===== src/rtl/regfile_lsu.sv =====
// regfile_lsu: NREGS x DATA_W register file with two combinational read ports,
// an ALU writeback port, an immediate/register move path and a load/store
// engine that talks to external RAM over a req/ack handshake with timeout.
module regfile_lsu #(
   parameter int  DATA_W  = 8,
   parameter int  NREGS   = 4,
   parameter int  IMM_W   = 4,
   parameter int  ADDR_W  = 8,
   parameter int  R0_INIT = 1,
   parameter int  TIMEOUT = 16,
   localparam int SEL_W   = $clog2(NREGS)
) (
   input  logic              clk,
   input  logic              rst_n,
   input  logic [SEL_W-1:0]  rd_a_sel,
   output logic [DATA_W-1:0] rd_a_data,
   input  logic [SEL_W-1:0]  rd_b_sel,
   output logic [DATA_W-1:0] rd_b_data,
   input  logic              wr_en,
   input  logic [SEL_W-1:0]  wr_sel,
   input  logic [DATA_W-1:0] wr_data,
   input  logic              mov_en,
   input  logic              mov_imm,
   input  logic [SEL_W-1:0]  mov_dst,
   input  logic [SEL_W-1:0]  mov_src,
   input  logic [IMM_W-1:0]  imm,
   input  logic              ls_start,
   input  logic              ls_store,
   input  logic [SEL_W-1:0]  ls_reg,
   output logic              mem_req,
   output logic              mem_we,
   output logic [ADDR_W-1:0] mem_addr,
   output logic [DATA_W-1:0] mem_wdata,
   input  logic [DATA_W-1:0] mem_rdata,
   input  logic              mem_ack,
   output logic              busy,
   output logic              ls_done,
   output logic              ls_err,
   output logic              hazard,
   output logic              wr_conflict
);

   // Timeout counter only needs to reach TIMEOUT-1; keep at least one bit.
   localparam bit            TO_EN   = (TIMEOUT > 0);
   localparam int            CNT_W   = (TIMEOUT > 1) ? $clog2(TIMEOUT + 1) : 1;
   localparam logic [CNT_W-1:0] TO_LAST = TO_EN ? CNT_W'(TIMEOUT - 1) : '0;

   typedef enum logic [1:0] {
      S_IDLE = 2'd0,
      S_REQ  = 2'd1,
      S_DONE = 2'd2
   } state_t;

   state_t              state_r;
   state_t              state_nxt_s;
   logic [DATA_W-1:0]   regs_r [NREGS];
   logic [ADDR_W-1:0]   addr_r;
   logic                we_r;
   logic [DATA_W-1:0]   wdata_r;
   logic [SEL_W-1:0]    dst_r;
   logic [CNT_W-1:0]    tcnt_r;
   logic                req_r;
   logic                busy_r;
   logic                done_r;
   logic                err_r;
   logic                conflict_r;

   logic                accept_s;
   logic                ack_s;
   logic                timeout_s;
   logic                load_wb_s;
   logic                wr_go_s;
   logic [SEL_W-1:0]    wr_idx_s;
   logic [DATA_W-1:0]   wr_val_s;
   logic                conflict_s;

   // Two's complement sign extension of the immediate to address width.
   function automatic logic [ADDR_W-1:0] sext_addr(input logic [IMM_W-1:0] v);
      sext_addr = ADDR_W'($signed(v));
   endfunction

   // Two's complement sign extension of the immediate to data width.
   function automatic logic [DATA_W-1:0] sext_data(input logic [IMM_W-1:0] v);
      sext_data = DATA_W'($signed(v));
   endfunction

   // Load/store FSM state register.
   always_ff @(posedge clk or negedge rst_n) begin
      if (!rst_n) begin
         state_r <= S_IDLE;
      end else begin
         state_r <= state_nxt_s;
      end
   end

   // Load/store FSM next state and per-cycle events (accept, ack, timeout).
   always_comb begin
      state_nxt_s = state_r;
      accept_s    = 1'b0;
      ack_s       = 1'b0;
      timeout_s   = 1'b0;
      case (state_r)
         S_IDLE: begin
            if (ls_start) begin
               accept_s    = 1'b1;
               state_nxt_s = S_REQ;
            end else begin
               state_nxt_s = S_IDLE;
            end
         end
         S_REQ: begin
            if (mem_ack) begin
               ack_s       = 1'b1;
               state_nxt_s = S_DONE;
            end else if (TO_EN && (tcnt_r == TO_LAST)) begin
               timeout_s   = 1'b1;
               state_nxt_s = S_IDLE;
            end else begin
               state_nxt_s = S_REQ;
            end
         end
         S_DONE: begin
            state_nxt_s = S_IDLE;
         end
         default: begin
            state_nxt_s = S_IDLE;
         end
      endcase
   end

   // Transaction capture, handshake outputs, timeout counter and pulses.
   always_ff @(posedge clk or negedge rst_n) begin
      if (!rst_n) begin
         addr_r     <= '0;
         we_r       <= 1'b0;
         wdata_r    <= '0;
         dst_r      <= '0;
         tcnt_r     <= '0;
         req_r      <= 1'b0;
         busy_r     <= 1'b0;
         done_r     <= 1'b0;
         err_r      <= 1'b0;
         conflict_r <= 1'b0;
      end else begin
         done_r     <= ack_s;
         err_r      <= timeout_s;
         conflict_r <= conflict_s;
         if (accept_s) begin
            addr_r <= sext_addr(imm);
            we_r   <= ls_store;
            if (ls_store) begin
               wdata_r <= regs_r[ls_reg];
            end else begin
               wdata_r <= wdata_r;
            end
            dst_r  <= ls_reg;
            tcnt_r <= '0;
            req_r  <= 1'b1;
            busy_r <= 1'b1;
         end else if (ack_s) begin
            req_r <= 1'b0;
         end else if (timeout_s) begin
            req_r  <= 1'b0;
            busy_r <= 1'b0;
         end else if (state_r == S_DONE) begin
            busy_r <= 1'b0;
         end else if (state_r == S_REQ) begin
            tcnt_r <= tcnt_r + CNT_W'(1);
         end else begin
            tcnt_r <= tcnt_r;
         end
      end
   end

   // Single write port arbitration: load writeback > ALU writeback > move.
   always_comb begin
      load_wb_s  = (state_r == S_REQ) && mem_ack && !we_r;
      wr_go_s    = 1'b0;
      wr_idx_s   = '0;
      wr_val_s   = '0;
      conflict_s = 1'b0;
      if (load_wb_s) begin
         wr_go_s    = 1'b1;
         wr_idx_s   = dst_r;
         wr_val_s   = mem_rdata;
         conflict_s = wr_en | mov_en;
      end else if (wr_en) begin
         wr_go_s    = 1'b1;
         wr_idx_s   = wr_sel;
         wr_val_s   = wr_data;
         conflict_s = mov_en;
      end else if (mov_en) begin
         wr_go_s  = 1'b1;
         wr_idx_s = mov_dst;
         if (mov_imm) begin
            wr_val_s = sext_data(imm);
         end else begin
            wr_val_s = regs_r[mov_src];
         end
      end else begin
         wr_go_s = 1'b0;
      end
   end

   // Register array; register 0 has a non-zero reset value.
   always_ff @(posedge clk or negedge rst_n) begin
      if (!rst_n) begin
         for (int i = 0; i < NREGS; i++) begin
            regs_r[i] <= (i == 0) ? DATA_W'(R0_INIT) : '0;
         end
      end else if (wr_go_s) begin
         regs_r[wr_idx_s] <= wr_val_s;
      end
   end

   assign rd_a_data   = regs_r[rd_a_sel];
   assign rd_b_data   = regs_r[rd_b_sel];
   assign mem_req     = req_r;
   assign mem_we      = we_r;
   assign mem_addr    = addr_r;
   assign mem_wdata   = wdata_r;
   assign busy        = busy_r;
   assign ls_done     = done_r;
   assign ls_err      = err_r;
   assign wr_conflict = conflict_r;
   assign hazard      = busy_r && !we_r && (state_r == S_REQ) &&
                        ((rd_a_sel == dst_r) || (rd_b_sel == dst_r));

endmodule


===== config.mk =====
export PLATFORM = sky130hd
export DESIGN_NAME = regfile_lsu
export DESIGN_NICKNAME = d
export VERILOG_FILES = /design/src/rtl/regfile_lsu.sv
export SDC_FILE = /design/constraint.sdc
export NUM_CORES = 1
export LEC_CHECK = 0
export CORE_ASPECT_RATIO = 0.7
export CORE_MARGIN = 2
export CORE_UTILIZATION = 53
export CTS_BUF_LIST = sky130_fd_sc_hd__clkbuf_8
export CTS_CLUSTER_DIAMETER = 40
export DETAILED_ROUTE_END_ITERATION = 10
export PLACE_DENSITY = 0.83
export SLEW_MARGIN = 20
export SYNTH_ARGS = -nofsm -noshare
export SYNTH_HDL_FRONTEND = slang
export SYNTH_SLANG_ARGS = --single-unit

===== constraint.sdc =====
create_clock -name clk -period 2.3 [get_ports clk]
set_input_delay 0.46 -clock clk [delete_from_list [all_inputs] [get_ports clk]]
set_output_delay 0.46 -clock clk [all_outputs]
set_load 0.01 [all_outputs]

==> results.txt <==
Worst slack on hold paths: 0.1223 ns
Tightest Pin Transition: 0.6280 ns
Lkg Pwr: 0.002345 uW
Switching fraction of total power: 34.55%
Starting Density: 54.01%
Vias in the first global route: 3,139
Die footprint: 7475 um2
VDD IR max: 0.0006703 V
Synth Area per Inst: 12.45 um2
Cell Area, Placed: 4726 um2
Type of origin of the critical path: input port
Sequential fraction of the synthesis area: 41.06%
Final core utilization: 74.42%
Crit path time final: 2.259 ns
Post-Syn Instances: 289
Max cap viols: 0
Hold-fix buffers, CTS: 0
I/O pin count: 79
M1 wire length: 4191 um
Worst Path Class, Setup: in -> out
Syn_nets: 331
Buffer depth of the longest clock path: 2
Nets: 435
Ys Warns: 0
Root buf cell: clkbuf_8
Combinational share of power: 43.0%
Cell Rows: 25
Post-DRT Antenna Nets: 0
Post-synth top area cell: dfrtp_1
Clk_lat worst skew: 0.35 ns
Layout cells sized above 1: 30.56%
# port buffers: 78
Pre-antenna DRT Iters: 7
Final GP Congestion: 0.9049
First-pass GRT wire length: 16,550 um
Commonest non-fill, non-tap cell in the layout: dfrtp_1
Area growth, synth to finish: 37.80%
Status: completed
WL met2: 5117 um
Final Power: 5064 uW
Ys flop type: dfrtp_1
RSZ-0062 raised after global routing: no
Design area: 4959 um2
EDFF count, synth: 0
Post-detail-place hpwl: 7340 um
Die W: 102.5 um
Switch Pwr: 1750 uW
GRT Residual Overflow: 0
Critical Path AT: 1.80 ns
Int Power: 3315 uW
DRC errors left: 0
CP max FO: 4
Synth area leaders: dfrtp_1, mux4_2, mux2_2
Synth unique cells: 48
H-tree levels: 3
Critical path required time: 1.84 ns
Post-Syn Area: 3598 um2
Post-synth ARST share: 100.0%
PwrDens: 1021 nW/um2
Worst Setup End Kind: output pin
Vias/cell: 6.135
Setup Viol. Count Final: 0
Clk_skew: 0.01584 ns
CTS clk-pin slew, worst paths: 0.07 ns
Register share of total power: 38.9%
Clock sink count: 59
TritonCTS clock tree: yes
Core area: 6663 um2
Initial DRC count: 244
Post-CTS setup buffer count: 0
Via count: 3,006
Fmax: 0.4427 GHz
Seq cells post-synth: 59
Period utilization: 98.21%
Pin count of the biggest net entering global routing: 35
Metal3 WL: 1038 um
Drt total wl: 10,560 um
Inserted Diodes: 0
Hold WC Path Type: in -> async
Setup TNS: 0 ns
Clk pwr share: 18.1%
Synth top area share: 40.33%
CTS buffer count: 9
Wire length per cell: 21.56 um
Initial antenna violation count: 0
Max_slew headroom: 58.13%
DR top layer: met4
Die Y: 72.94 um
Gr usage total: 30.59%
Slew Viols, Final: 0
Most frequent cells in the layout: dfrtp_1, clkdlybuf4s50_1, mux2_2, nand2_1, buf_4
Final hold vios: 0
-- worst max-delay path: stages --
cell and delay [ns]:
clkdlybuf4s15_1 0.25, bufbuf_16 0.30, mux4_2 0.49, dlygate4sd2_1 0.30
-- synth_stat cells, types with 2 or more instances --
cell	n
and3_1	6
nor2b_1	2
a221oi_2	2
dfrtp_1	58
ha_1	2
a221oi_1	3
mux2_1	5
a222oi_1	5
a22o_1	12
buf_1	3
inv_1	7
buf_2	5
buf_4	4
mux2i_1	7
o21ai_0	6
a22oi_1	5
nand2_1	27
a21o_1	18
clkbuf_1	10
mux2_2	33
a221o_1	3
nor2_1	7
and2_1	2
nand3b_1	2
xor2_1	6
nor2_2	4
mux4_2	24
-- sequential cells by signal (all words and copies together) (netlist names), 2 cells and up --
name       cells
mem_addr       4
state_r        2
regs_r        32
tcnt_r         5
mem_wdata      8
dst_r          2
-- path summary, 6_finish.rpt --
path / from / to / slack, ns / depth (start not counted)
setup / recovery: rd_a_sel[0] / rd_a_data[1] / 0.04 / 4
hold / removal: rst_n / mem_addr[0] / 0.12 / 1
setup reg to reg: state_r[0] / regs_r[5] / 0.23 / 5
hold reg to reg: mem_addr[2] / mem_addr[2] / 0.49 / 2
max in group asynchronous: rst_n / regs_r[9] / 1.56 / 2
min in group clk: mem_addr[2] / mem_addr[2] / 0.49 / 2
-- power groups by stage --
stage / Combinational (uW) / Clock, uW / Sequential (uW)
3_5_place_dp: 2250 / 0 / 1960
6_report: 2180 / 915 / 1970
5_1_grt: 2330 / 970 / 2030
3_3_place_gp: 2180 / 0 / 1910
2_1_floorplan: 1300 / 0 / 1840
4_1_cts: 2180 / 920 / 1950
-- logic make-up (layout without fill, tap and decap cells) --
logic type               count (synthesis)  in the layout  share of synthesized area (%)
adder cells (fa/ha/maj)                  3              3                         0.9735
multiplexers                            69             69                          28.86
flip-flops                              59             59                          41.06
AO/OA/AOI/OAI                           60             60                          14.26
buffers and inverters                   29            136                          3.616
XOR/XNOR                                 7              7                          1.704
AND/OR/NAND/NOR                         62             62                          9.527
-- what timing repair did --
| action | CTS | global route |
|---|---|---|
| resized for setup | 21 | 3 |
| setup endpoints to repair | 17 | 7 |
| gates cloned | 2 | 0 |
| pin swaps | 0 | 0 |
-- metal layers --
layer / vias to the layer above / global-route usage [%]
met5: - / 0
met4: 0 / 11.56
met3: 23 / 8.716
met2: 167 / 48.58
met1: 1490 / 40.36
li1: 1326 / -
-- layout make-up --
| class | instances | area (um2) |
|---|---|---|
| Tap cell | 94 | 117.6 |
| Inverter | 7 | 26.28 |
| Clock buffer | 10 | 137.6 |
| Fill cell | 462 | 1704 |
| Clock inverter | 4 | 43.79 |
| Sequential cell | 59 | 1478 |
| Timing Repair Buffer | 115 | 1165 |
| Multi-Input combinational cell | 201 | 1991 |
-- through the flow --
step                setup slack (ns)  cells
finish                       0.04126    490
global route                0.001215    490
CTS                         0.003753    490
detailed placement           -0.3198    474
global placement             -0.3071    474
floorplan                     0.3151    289
Note: power is estimated with default switching activity, not from simulation.
